==> config.mk <==
export PLATFORM = sky130hd
export DESIGN_NAME = uart_mmio_periph_flat
export DESIGN_NICKNAME = d
export VERILOG_FILES = /design/src/rtl/mmio_if.sv /design/src/rtl/uart_mmio_periph.sv /design/src/flat_wrapper.sv
export SDC_FILE = /design/constraint.sdc
export NUM_CORES = 1
export LEC_CHECK = 0
export CORE_MARGIN = 1.5
export CORE_UTILIZATION = 40
export CTS_CLUSTER_DIAMETER = 40
export DETAILED_ROUTE_END_ITERATION = 12
export PLACE_DENSITY = 0.61
export SLEW_MARGIN = 20
export SYNTH_ARGS = -nofsm -noshare
export SYNTH_HDL_FRONTEND = slang
export SYNTH_SLANG_ARGS = --single-unit
==> constraint.sdc <==
create_clock -name clk -period 6.65 [get_ports clk]
set_clock_uncertainty 0.2 [all_clocks]
set_input_delay 0.665 -clock clk [delete_from_list [all_inputs] [get_ports clk]]
set_output_delay 0.665 -clock clk [all_outputs]
set_load 0.01 [all_outputs]
==> src/rtl/mmio_if.sv <==
// mmio_if: single-cycle MMIO request/response bus between interconnect and peripheral
interface mmio_if #(parameter int ADDR_W = 32) ();
  logic              valid;
  logic              we;
  logic [ADDR_W-1:0] addr;
  logic [31:0]       wdata;
  logic [3:0]        wstrb;
  logic              ready;
  logic [31:0]       rdata;
  modport master (output valid, we, addr, wdata, wstrb, input ready, rdata);
  modport slave (input valid, we, addr, wdata, wstrb, output ready, rdata);
endinterface

==> src/rtl/uart_mmio_periph.sv <==
// uart_mmio_periph: memory-mapped 8N1 UART with TX/RX FIFOs, baud divider and level irq
module uart_mmio_periph #(
  parameter int ADDR_W       = 32,
  parameter int FIFO_DEPTH   = 8,
  parameter int BAUD_DIV_RST = 434
) (
  input  logic   clk,
  input  logic   rst,
  mmio_if.slave  bus,
  output logic   uart_txd,
  input  logic   uart_rxd,
  output logic   irq
);
  localparam int AW = $clog2(FIFO_DEPTH);
  localparam logic [AW:0] FULL = (AW+1)'(FIFO_DEPTH);
  typedef enum logic [1:0] {IDLE, START, DATA, STOP} state_t;
  logic [2:0] sel;
  logic wr, rd, clr;
  logic [15:0] baud, baud_new;
  logic [3:0] ctrl;
  logic rx_ovr, frm_err, tx_ovf;
  logic [31:0] rdata_q, rd_mux;
  logic [7:0] status;
  logic [7:0] tx_mem [FIFO_DEPTH];
  logic [7:0] rx_mem [FIFO_DEPTH];
  logic [AW-1:0] tx_wp, tx_rp, rx_wp, rx_rp;
  logic [AW:0] tx_cnt, rx_cnt;
  logic tx_full, tx_empty, rx_full, rx_ne;
  logic tx_req, tx_push, tx_pop, rx_push, rx_pop, rx_done, rx_bad;
  state_t tx_st, tx_st_n, rx_st, rx_st_n;
  logic [15:0] tx_tmr, tx_tmr_n, rx_tmr, rx_tmr_n;
  logic [2:0] tx_idx, tx_idx_n, rx_idx, rx_idx_n;
  logic [7:0] tx_sh, tx_sh_n, rx_sh, rx_sh_n;
  logic rx_s1, rx_s2, rx_prev;
  logic unused_bits;
  assign unused_bits = ^{bus.addr[ADDR_W-1:5], bus.addr[1:0], bus.wdata[31:16], bus.wstrb[3:2]};
  assign sel = bus.addr[4:2];
  assign wr = bus.valid & bus.we;
  assign rd = bus.valid & ~bus.we;
  assign clr = wr & (sel == 3'd2) & bus.wstrb[0];
  assign bus.ready = 1'b1;
  assign bus.rdata = rdata_q;
  assign tx_full = tx_cnt == FULL;
  assign tx_empty = tx_cnt == '0;
  assign rx_full = rx_cnt == FULL;
  assign rx_ne = rx_cnt != '0;
  assign tx_req = wr & (sel == 3'd0) & bus.wstrb[0];
  assign tx_push = tx_req & (~tx_full | tx_pop);
  assign rx_pop = rd & (sel == 3'd1) & rx_ne;
  assign rx_push = rx_done & (~rx_full | rx_pop);
  assign baud_new = {bus.wstrb[1] ? bus.wdata[15:8] : baud[15:8], bus.wstrb[0] ? bus.wdata[7:0] : baud[7:0]};
  assign status = {tx_ovf, frm_err, rx_ovr, tx_st != IDLE, rx_full, rx_ne, tx_empty, tx_full};
  assign rd_mux = sel == 3'd1 ? (rx_ne ? {23'b0, 1'b1, rx_mem[rx_rp]} : 32'b0) :
                  sel == 3'd2 ? {24'b0, status} :
                  sel == 3'd3 ? {16'b0, baud} :
                  sel == 3'd4 ? {28'b0, ctrl} : 32'b0;
  assign uart_txd = tx_st == START ? 1'b0 : tx_st == DATA ? tx_sh[0] : 1'b1;
  // FIFO storage; occupancy is tracked by pointers and counts, so no reset needed
  always_ff @(posedge clk) begin
    if (tx_push) tx_mem[tx_wp] <= bus.wdata[7:0];
    if (rx_push) rx_mem[rx_wp] <= rx_sh;
  end
  // Registers, FIFO pointers, sticky flags, read data, rxd synchronizer and irq
  always_ff @(posedge clk) begin
    if (rst) begin
      baud <= 16'(BAUD_DIV_RST);
      ctrl <= 4'h3;
      {rx_ovr, frm_err, tx_ovf} <= '0;
      rdata_q <= '0;
      {tx_wp, tx_rp, rx_wp, rx_rp} <= '0;
      {tx_cnt, rx_cnt} <= '0;
      {rx_s1, rx_s2, rx_prev} <= 3'b111;
      irq <= 1'b0;
    end else begin
      if (wr & (sel == 3'd3) & |bus.wstrb[1:0]) baud <= baud_new < 16'd4 ? 16'd4 : baud_new;
      if (wr & (sel == 3'd4) & bus.wstrb[0]) ctrl <= bus.wdata[3:0];
      rx_ovr <= (rx_done & rx_full & ~rx_pop) | (rx_ovr & ~(clr & bus.wdata[5]));
      frm_err <= rx_bad | (frm_err & ~(clr & bus.wdata[6]));
      tx_ovf <= (tx_req & ~tx_push) | (tx_ovf & ~(clr & bus.wdata[7]));
      if (rd) rdata_q <= rd_mux;
      tx_wp <= tx_wp + AW'(tx_push);
      tx_rp <= tx_rp + AW'(tx_pop);
      rx_wp <= rx_wp + AW'(rx_push);
      rx_rp <= rx_rp + AW'(rx_pop);
      tx_cnt <= tx_cnt + (AW+1)'(tx_push) - (AW+1)'(tx_pop);
      rx_cnt <= rx_cnt + (AW+1)'(rx_push) - (AW+1)'(rx_pop);
      {rx_prev, rx_s2, rx_s1} <= {rx_s2, rx_s1, uart_rxd};
      irq <= (ctrl[2] & rx_ne) | (ctrl[3] & tx_empty);
    end
  end
  // TX FSM state register
  always_ff @(posedge clk) begin
    if (rst) begin
      tx_st <= IDLE;
      tx_tmr <= '0;
      tx_idx <= '0;
      tx_sh <= '0;
    end else begin
      tx_st <= tx_st_n;
      tx_tmr <= tx_tmr_n;
      tx_idx <= tx_idx_n;
      tx_sh <= tx_sh_n;
    end
  end
  // TX next state: the bit timer counts down from BAUD_DIV-1; STOP chains straight into START
  always_comb begin
    tx_st_n = tx_st;
    tx_tmr_n = tx_tmr - 16'd1;
    tx_idx_n = tx_idx;
    tx_sh_n = tx_sh;
    tx_pop = 1'b0;
    case (tx_st)
      IDLE: begin
        tx_tmr_n = baud - 16'd1;
        if (ctrl[0] & ~tx_empty) begin
          tx_pop = 1'b1;
          tx_sh_n = tx_mem[tx_rp];
          tx_st_n = START;
        end
      end
      START: if (tx_tmr == '0) begin
        tx_tmr_n = baud - 16'd1;
        tx_idx_n = '0;
        tx_st_n = DATA;
      end
      DATA: if (tx_tmr == '0) begin
        tx_tmr_n = baud - 16'd1;
        tx_sh_n = tx_sh >> 1;
        tx_idx_n = tx_idx + 3'd1;
        tx_st_n = tx_idx == 3'd7 ? STOP : DATA;
      end
      STOP: if (tx_tmr == '0) begin
        tx_tmr_n = baud - 16'd1;
        tx_pop = ctrl[0] & ~tx_empty;
        tx_sh_n = tx_pop ? tx_mem[tx_rp] : tx_sh;
        tx_st_n = tx_pop ? START : IDLE;
      end
    endcase
  end
  // RX FSM state register
  always_ff @(posedge clk) begin
    if (rst) begin
      rx_st <= IDLE;
      rx_tmr <= '0;
      rx_idx <= '0;
      rx_sh <= '0;
    end else begin
      rx_st <= rx_st_n;
      rx_tmr <= rx_tmr_n;
      rx_idx <= rx_idx_n;
      rx_sh <= rx_sh_n;
    end
  end
  // RX next state: half-bit wait from the falling edge puts every later sample mid-bit
  always_comb begin
    rx_st_n = rx_st;
    rx_tmr_n = rx_tmr - 16'd1;
    rx_idx_n = rx_idx;
    rx_sh_n = rx_sh;
    rx_done = 1'b0;
    rx_bad = 1'b0;
    case (rx_st)
      IDLE: begin
        rx_tmr_n = (baud >> 1) - 16'd1;
        if (ctrl[1] & rx_prev & ~rx_s2) rx_st_n = START;
      end
      START: if (rx_tmr == '0) begin
        rx_tmr_n = baud - 16'd1;
        rx_idx_n = '0;
        rx_st_n = rx_s2 ? IDLE : DATA;
      end
      DATA: if (rx_tmr == '0) begin
        rx_tmr_n = baud - 16'd1;
        rx_sh_n = {rx_s2, rx_sh[7:1]};
        rx_idx_n = rx_idx + 3'd1;
        rx_st_n = rx_idx == 3'd7 ? STOP : DATA;
      end
      STOP: if (rx_tmr == '0) begin
        rx_done = rx_s2;
        rx_bad = ~rx_s2;
        rx_st_n = IDLE;
      end
    endcase
  end
endmodule
==> src/flat_wrapper.sv <==
// flat-port wrapper written by rule: the top's interface ports become plain ports
module uart_mmio_periph_flat 
#(
  parameter int ADDR_W       = 32,
  parameter int FIFO_DEPTH   = 8,
  parameter int BAUD_DIV_RST = 434
)
  (clk, rst, uart_txd, uart_rxd, irq, bus_valid, bus_we, bus_addr, bus_wdata, bus_wstrb, bus_ready, bus_rdata);
  mmio_if #(.ADDR_W(ADDR_W)) bus_i ();
  input  logic clk;
  input  logic rst;
  output logic uart_txd;
  input  logic uart_rxd;
  output logic irq;
  input wire logic [$bits(bus_i.valid)-1:0] bus_valid;
  input wire logic [$bits(bus_i.we)-1:0] bus_we;
  input wire logic [$bits(bus_i.addr)-1:0] bus_addr;
  input wire logic [$bits(bus_i.wdata)-1:0] bus_wdata;
  input wire logic [$bits(bus_i.wstrb)-1:0] bus_wstrb;
  output wire logic [$bits(bus_i.ready)-1:0] bus_ready;
  output wire logic [$bits(bus_i.rdata)-1:0] bus_rdata;
  assign bus_i.valid = bus_valid;
  assign bus_i.we = bus_we;
  assign bus_i.addr = bus_addr;
  assign bus_i.wdata = bus_wdata;
  assign bus_i.wstrb = bus_wstrb;
  assign bus_ready = bus_i.ready;
  assign bus_rdata = bus_i.rdata;
  uart_mmio_periph #(.ADDR_W(ADDR_W), .FIFO_DEPTH(FIFO_DEPTH), .BAUD_DIV_RST(BAUD_DIV_RST)) u_core (.clk(clk), .rst(rst), .bus(bus_i), .uart_txd(uart_txd), .uart_rxd(uart_rxd), .irq(irq));
endmodule
# --- After elaboration in Yosys (flattened, before gate mapping) ---
# Memories as Yosys holds them, arrays and structs flattened. A register that Yosys moved wholly into a read port is not among the register bits.
# Cells that the tools add are included.
word_totals:
  register_bits: 137
  mem_bits_rw: 128
  input_bits: 73
  mem_count: 2
mem_list:
  columns: ["memory", "depth", "word_bits", "read_ports", "rd_ports_with_merged_regs", "write_ports", "line", "source"]
  rows:
  - ["u_core.rx_mem", 8, 8, 1, 1, 1, "uart_mmio_periph.sv:25", "logic [7:0] rx_mem [FIFO_DEPTH];"]
  - ["u_core.tx_mem", 8, 8, 1, 1, 1, "uart_mmio_periph.sv:24", "logic [7:0] tx_mem [FIFO_DEPTH];"]
classes:
  add_sub_neg: 14
  n_lt_le_gt_ge: 1
  eq_ne: 22
  muxes: 51
  bitwise: 44
  reduce_logical: 20
op_table:
  columns: ["operator", "n"]
  rows:
  - ["$mux 32", 3]
  - ["$pmux 16 s2", 2]
  - ["$mux 16", 3]
  - ["$sub 16x1->16 const B", 3]
  - ["$mux 8", 5]
  - ["$logic_not 16->1", 2]
  - ["$and 1x1->1", 28]
  - ["$pmux 8 s3", 1]
  - ["$mux 2", 9]
  - ["$mux 3", 6]
  - ["$lt 16x3->1 const B", 1]
  - ["$pmux 2 s4", 2]
  - ["$sub 15x1->16 const B", 1]
  - ["$mux 1", 15]
  - ["$add 3x1->3", 4]
  - ["$ne 2x1->1 const B", 6]
  - ["$pmux 3 s2", 2]
  - ["$not 1->1", 10]
  - ["$eq 3x3->1 const B", 3]
  - ["$mux 9", 1]
  - ["$reduce_and 3->1", 3]
  - ["$add 4x1->4", 2]
  - ["$eq 2x2->1 const B", 4]
  - ["$eq 4x4->1 const B", 2]
  - ["19 further kinds", 34]

# --- Depth between registers and ports, before layout ---
# Gate-level depths: netlist of the first run.
depth:
  word_depth: 10
  ltp_mapped: 13
  mapped_depth_nobuf: 12

# --- Worst setup path after synthesis of the first run ---
# OpenSTA, ideal clock, no wires.
synth_timing:
  kind: "register to register"
  from: "reg u_core.tx_tmr[2]"
  to: "mem u_core.tx_mem[0][0], enable pin"
  setup_time_ns: 0.395
  arrival_ns: 2.409
  t_required_ns: 6.055
  slack_ns: 3.646
  path_stages_with_launch: 6
  n_path_buf: 0
  cell_sequence: "dfxtp_1 -> nor4_1 -> nand4_1 -> o21ai_1 -> o21ai_1 -> nor4_1"
synth_between:
  elab_chain_len: 7
synth_lines:
  columns: ["element", "line", "source"]
  rows:
  - ["start, declared", "uart_mmio_periph.sv:31", "logic [15:0] tx_tmr, tx_tmr_n, rx_tmr, rx_tmr_n;"]
  - ["start signal, assigned", "uart_mmio_periph.sv:100", "tx_tmr <= tx_tmr_n;"]
  - ["$logic_not 16->1", "uart_mmio_periph.sv:132", "STOP: if (tx_tmr == '0) begin"]
  - ["$mux 1", "uart_mmio_periph.sv:132", null]
  - ["$pmux 1 s2", "uart_mmio_periph.sv:112", "case (tx_st)"]
  - ["$or 1x1->1", "uart_mmio_periph.sv:48", "assign tx_push = tx_req & (~tx_full | tx_pop);"]
  - ["$and 1x1->1", "uart_mmio_periph.sv:48", null]
  - ["$mux 1", "uart_mmio_periph.sv:60", "if (tx_push) tx_mem[tx_wp] <= bus.wdata[7:0];"]
  - ["$mux 1 (not written as such)", "uart_mmio_periph.sv:60", null]
  - ["end, declared", "uart_mmio_periph.sv:24", null]
# Every way passes these cells.

# --- Final worst setup path of the first run ---
layout_timing:
  from: "reg u_core.rx_tmr[11]"
  to: "mem u_core.rx_mem[2][6], enable pin"
layout_between:
  elab_chain_len: 6
layout_lines:
  columns: ["element", "line", "source"]
  rows:
  - ["start, declared", "uart_mmio_periph.sv:31", null]
  - ["start signal, assigned", "uart_mmio_periph.sv:149", "rx_tmr <= rx_tmr_n;"]
  - ["$logic_not 16->1", "uart_mmio_periph.sv:178", "STOP: if (rx_tmr == '0) begin"]
  - ["$mux 1", "uart_mmio_periph.sv:178", null]
  - ["$mux 1", "uart_mmio_periph.sv:162", "case (rx_st)"]
  - ["$and 1x1->1", "uart_mmio_periph.sv:50", "assign rx_push = rx_done & (~rx_full | rx_pop);"]
  - ["$mux 1", "uart_mmio_periph.sv:61", "if (rx_push) rx_mem[rx_wp] <= rx_sh;"]
  - ["$mux 1 (not written as such)", "uart_mmio_periph.sv:61", null]
  - ["end, declared", "uart_mmio_periph.sv:25", null]
# Every way passes these cells.

==> results.yml, run 1 <==
layout:
  num_antenna_cells: 0
  final_area_mm2: 0.0135
  nNetsFinal: 1136
  area_delta_synth_final_pct: 17.0
  n_fill_cell: 2512
  drive_gt1_frac: 0.136
  layout.area.seq_mm2: 0.00627
  multi_input_area_mm2: 0.00482
setup_path:
  path_class: "reg2reg"
  worstReg2RegStart: "u_core.rx_tmr[11]"
  reg2reg_slack_ns: 3.00
  path_max_fanout: 8
  critPathLaunchType: "flip-flop"
  endpoint_kind: "flip-flop"
  cp.arrival_ns: 3.58
  worstPathRequired_ns: 6.58
  crit_path_end: "u_core.rx_mem[2][6]"
  critPathMaxStageDelay_ns: 0.78
  slowest_stage: "a211oi_1"
  critPathLaunch: "u_core.rx_tmr[11]"
  r2r_cells: 5
  rr_endpoint: "u_core.rx_mem[2][6]"
  crit_chain: "nor4_1 -> nand4_1 -> a211oi_1 -> nand2b_1 -> nor2_1"
logic_synthesis:
  synth_xor_area_frac: 0.0471
  synthDistinctLibCells: 69
  yosys-top-cells-area: "edfxtp_1 33%, dfxtp_1 21%, mux4_2 6.3%"
  synth_top_family_by_area: "simple AND/OR/NAND/NOR gates"
  yosysWarnings: 0
  synthArstFlopShare: 0
  synth.avg_cell_area_um2: 11.6
  yosysSeqAreaShare: 0.544
  synth_top_area_frac: 0.334
  synth_compound_area_frac: 0.0834
  synth-edff-count: 128
  netlist_top_cells_count: "128 x edfxtp_1, 121 x dfxtp_1, 83 x nor2_1"
  synthMuxAreaShare: 0.0983
  ys.flop_type: "edfxtp_1"
  yosysMostFrequentCell: "edfxtp_1"
  syn_inst: 992
  synth-simple-area-share: 0.140
  synth_area_leader_cell: "edfxtp_1"
  synth_fa_ha_area_frac: 0.0437
  ys_ff_latch: 249
  syn-cell-area_mm2: 0.0115
detailed_routing:
  drtIter0Drc: 618
  ant_nets: 0
  route.met3.wl_um: 1180
  num_vias: 7565
  viasPerCell: 5.28
  route.detailed.drc: 0
  wl_met1_um: 12200
  post_drt_wl_per_cell_um: 17.9
  wirelength_um: 25700
  drtPass1Iterations: 5
  top_layer: "met4"
  routed-wl-met2_um: 11700
grt:
  grt_max_degree: 66
  antenna_found_initial: 0
  grt_pass1_vias: 7370
  grt_overflow: 0
  track_usage: 0.171
  grt_first_pass_wirelength_um: 40800
clocking:
  cts_tree: "built"
  post_cts_buffers: 0
  cts.path.max_buffers: 3
  cts_root_buf: "clkbuf_16"
  clk_pin_slew_worst_paths_ns: 0.05
  clkSinkCount: 249
  cts_buffers: 38
  htreeDepth: 2
  hold_buffers: 0
  clk-insertion-delay-late_ns: 0.52
  cts_resized: 0
power_and_ir_drop:
  power_frac_comb: 0.163
  sw_frac_of_total: 0.273
  powerDensity_mw_per_mm2: 336
  p_int_uw: 3300
  clkPwrFrac: 0.434
  p_seq_frac: 0.403
  p_leak_uw: 0.00467
  p_switching_uw: 1240
  peakVddDrop_mv: 0.191
placed_design:
  hpwl_um: 17600
  placed_area_mm2: 0.0122
  gp_congestion: 0.797
  portBuffers: 43
floorplanning:
  die-height_um: 173
  rows: 61
  die_x_um: 173
  dieArea_mm2: 0.0298
  io_pins: 108
  start_util: 0.410
  core_region_area_mm2: 0.0281
timing:
  final_hold_viol_count: 0
  tns_ns: 0
  setup_viol: 0
  clock.fmax_mhz: 274
  worstMarginPinSlew_ns: 0.890
  period_minus_slack_ns: 3.65
  maxSlewHeadroom: 0.406
  post-route-period-util: 0.549
  drv_slew: 0
  rsz0062_at_grt: "no"
status:
  status: "complete, no violations"
hold_path:
  hold_class: "reg2reg"
  holdPathStages: 1
run:
  drv_cap: 0
-- how the worst min path moves through the flow --
| stage | startpoint | endpoint | slack, ns |
|---|---|---|---|
| 6_report | u_core.rx_s1 | u_core.rx_s2 | 0.21 |
| 5_1_grt | u_core.rx_s1 | u_core.rx_s2 | 0.23 |
| 2_1_floorplan | u_core.rx_s1 | u_core.rx_s2 | 0.19 |
| 3_5_place_dp | u_core.rx_s1 | u_core.rx_s2 | 0.20 |
| 3_3_place_gp | u_core.rx_s1 | u_core.rx_s2 | 0.20 |
| 4_1_cts | u_core.rx_s1 | u_core.rx_s2 | 0.21 |
-- final cells by class --
class | count | area share
flip-flops and latches | 249 | 0.465
repair buffers | 53 | 0.0373
clock buffers | 47 | 0.0768
multi-input cells | 650 | 0.358
well taps | 378 | 0.0351
clock inverters | 23 | 0.0193
inverters | 32 | 0.00891
-- cells in the final DEF, fill, tap and decap left out, types with 22 or more instances in the layout --
| master | netlist | layout |
|---|---|---|
| nor3_1 | 22 | 22 |
| nor2_1 | 83 | 82 |
| mux4_2 | 32 | 32 |
| mux2i_1 | 22 | 22 |
| clkbuf_16 | 0 | 39 |
| xor2_1 | 29 | 29 |
| ha_1 | 37 | 37 |
| nand3_1 | 44 | 44 |
| a21oi_1 | 28 | 28 |
| nand2_1 | 82 | 82 |
| clkdlybuf4s50_1 | 0 | 42 |
| xnor2_1 | 33 | 33 |
| edfxtp_1 | 128 | 128 |
| dfxtp_1 | 121 | 120 |
| inv_1 | 31 | 31 |
-- logic make-up after synthesis --
| family | Yosys count |
|---|---|
| compound gates | 136 |
| mux | 71 |
| other cells | 2 |
| xor+xnor | 62 |
| fa+ha+maj | 39 |
| simple gates | 325 |
| flops | 249 |
| buf+inv | 108 |
-- critical path: cells and delay by family (launching register included) --
| family | cells | cell delay, ns |
|---|---|---|
| AND/OR/NAND/NOR | 4 | 1.96 |
| flip-flops | 1 | 0.34 |
| AO/OA/AOI/OAI | 1 | 0.78 |
-- state kept, by name (all words and copies together) (netlist names), 8 cells and up, named ones only --
register          flops
u_core.rx_mem        64
u_core.tx_mem        64
u_core.baud          16
u_core.bus.rdata     16
u_core.rx_tmr        16
u_core.tx_tmr        16
u_core.rx_sh          8
u_core.tx_sh          8
-- layer usage --
layer	global-route usage	up-vias
met5	0	-
met4	0.0583	0
met3	0.0321	53
met1	0.237	3676
li1	-	3676
met2	0.271	160
-- power by group through the flow --
stage               Sequential (uW)  Combinational [uW]  Clock, uW
floorplan                      1800                 612          0
global placement               1850                 725          0
detailed placement             1860                 736          0
CTS                            1830                 741       2000
global route                   1840                 827       2060
finish                         1830                 738       1970
-- metrics by stage --
step | hold WS, ns | total power (uW) | instances | worst slack [ns] | utilization
2_1_floorplan | 0.189 | 2420 | 1007 | 3.65 | -
3_3_place_gp | 0.197 | 2580 | 1362 | 2.71 | 0.434
3_5_place_dp | 0.204 | 2590 | 1362 | 2.69 | 0.434
4_1_cts | 0.215 | 4570 | 1432 | 2.91 | 0.480
5_1_grt | 0.230 | 4730 | 1432 | 2.75 | 0.480
6_report | 0.209 | 4530 | 1432 | 3.00 | 0.480
Power figures use the tool's default switching activity.
==> inputs of run 2 (changes only) <==
- clock period: 6.65 -> 3.8 ns (I/O delays scaled with it)
==> run 2 against run 1 <==
  * Flip-flop and latch count did not move
  * Die area did not move
  * Global-route usage rose by 0.73 points
  * Sequential share of layout area barely moved
==> results.yml, run 2 (synthesis results as in run 1) <==
clocking:
  cts_root_buf: "clkbuf_16"
  cts_resized: 0
  hold_buffers: 0
  htreeDepth: 2
  clk_pin_slew_worst_paths_ns: 0.06
  cts.path.max_buffers: 3
  clkSinkCount: 249
  clk-insertion-delay-late_ns: 0.52
  post_cts_buffers: 0
  cts_buffers: 35
  cts_tree: "built"
setup_path:
  slowest_stage: "nor4_1"
  cp.arrival_ns: 3.24
  crit_chain: "nor4_1 -> nand4_1 -> o21ai_1 -> buf_4 -> o21ai_1 -> inv_1 -> ha_1 -> inv_1 -> fa_1 -> xor2_1 -> nor2_1"
  crit_buf_inv: 3
  critPathLaunch: "u_core.tx_tmr[2]"
  critPathLaunchType: "flip-flop"
  critPathMaxStageDelay_ns: 0.59
  worstReg2RegStart: "u_core.tx_tmr[2]"
  critPathTopFamily: "simple AND/OR/NAND/NOR gates"
  crit_cells: 11
  worstPathRequired_ns: 3.98
  endpoint_kind: "flip-flop"
  r2r_cells: 11
  path_class: "reg2reg"
  path_max_fanout: 7
layout:
  nNetsFinal: 1158
  drive_gt1_frac: 0.150
  multi_input_area_mm2: 0.00482
  reg.largest.list: "u_core.rx_mem: 64 flops, u_core.tx_mem: 64 flops"
  utilization: 0.480
  layout.area.seq_mm2: 0.00627
  layout_common_cells: "128 x edfxtp_1, 121 x dfxtp_1, 83 x nor2_1, 82 x nand2_1, 44 x nand3_1"
  final_common_cell: "edfxtp_1"
  n_fill_cell: 2581
  area_delta_synth_final_pct: 17.1
  num_antenna_cells: 0
timing:
  drv_slew: 0
  final_hold_viol_count: 0
  maxSlewHeadroom: 0.415
  setup_viol: 0
  tns_ns: 0
  rsz0062_at_grt: "no"
  clock.fmax_mhz: 327
  worstMarginPinSlew_ns: 0.876
  period_minus_slack_ns: 3.06
  post-route-period-util: 0.805
placed_design:
  gp_congestion: 0.820
  hpwl_um: 18000
  portBuffers: 43
grt:
  grt_max_degree: 51
  track_usage: 0.179
  antenna_found_initial: 0
  grt_pass1_vias: 7512
  grt_overflow: 0
  grt_first_pass_wirelength_um: 42200
detailed_routing:
  wirelength_um: 26400
  ant_nets: 0
  drtIter0Drc: 596
  num_vias: 7608
  route.detailed.drc: 0
  post_drt_wl_per_cell_um: 18.2
  drtPass1Iterations: 5
  viasPerCell: 5.25
power_and_ir_drop:
  sw_frac_of_total: 0.280
  power_frac_comb: 0.178
  powerDensity_mw_per_mm2: 563
  p_leak_uw: 0.00472
  p_int_uw: 5470
  p_seq_frac: 0.417
  clkPwrFrac: 0.405
  p_switching_uw: 2120
  peakVddDrop_mv: 0.388
floorplanning:
  core_region_area_mm2: 0.0281
  rows: 61
  die_x_um: 173
  die-height_um: 173
  dieArea_mm2: 0.0298
  start_util: 0.410
  io_pins: 108
hold_path:
  holdPathStages: 2
  hp-start: "rst"
  hold_class: "in2reg"
run:
  drv_cap: 0
status:
  status: "complete, no violations"
==> run 2: metrics by stage <==
step | instances | hold slack [ns] | setup WS [ns] | instance area, um2 | total power, uW
after global routing | 1450 | 0.153 | 0.341 | 13500 | 7970
after global placement | 1387 | 0.195 | 0.698 | 12400 | 4550
after CTS | 1450 | 0.129 | 0.752 | 13500 | 7670
after floorplan | 1007 | 0.189 | 0.796 | 11600 | 4230
after detailed placement | 1387 | 0.207 | 0.714 | 12400 | 4570
final | 1450 | 0.134 | 0.742 | 13500 | 7590
==> run 2: area by class of cell <==
| cell class | instances | share of cell area |
|---|---|---|
| Timing Repair Buffer | 78 | 0.0512 |
| Inverter | 32 | 0.00891 |
| Clock buffer | 40 | 0.0686 |
| Sequential cell | 249 | 0.465 |
| Tap cell | 378 | 0.0351 |
| Multi-Input combinational cell | 650 | 0.357 |
| Clock inverter | 23 | 0.0142 |
==> run 2: path summary, 6_finish.rpt <==
kind / to / slack, ns
setup / recovery: u_core.tx_cnt[2] / 0.74
hold / removal: u_core.tx_rp[2] / 0.13
setup reg to reg: u_core.tx_cnt[2] / 0.74
hold reg to reg: u_core.rx_s2 / 0.21
==> run 2: power by group through the flow <==
stage,logic (uW),registers (uW),clock network [uW]
finish,1350,3160,3070
global route,1520,3190,3260
CTS,1360,3160,3140
detailed placement,1360,3210,0
global placement,1340,3210,0
floorplan,1070,3160,0
==> run 2: worst reg2reg max path: cells and delay by family, from the launching register on <==
kind	cells	cell delay, ns
buffers and inverters	3	0.36
xor gates and xnor gates	1	0.15
DFF	1	0.36
and+or+nand+nor	3	0.98
adders and majority gates	2	0.55
AOI/OAI and AO/OA	2	0.36
==> run 2: metal layers <==
layer,GRT usage,wire length [um],vias to the layer above
li1,-,-,3714
met1,0.247,12400,3697
met2,0.291,12500,157
met3,0.0259,998,40
met4,0.0547,563,0
met5,0,0,-
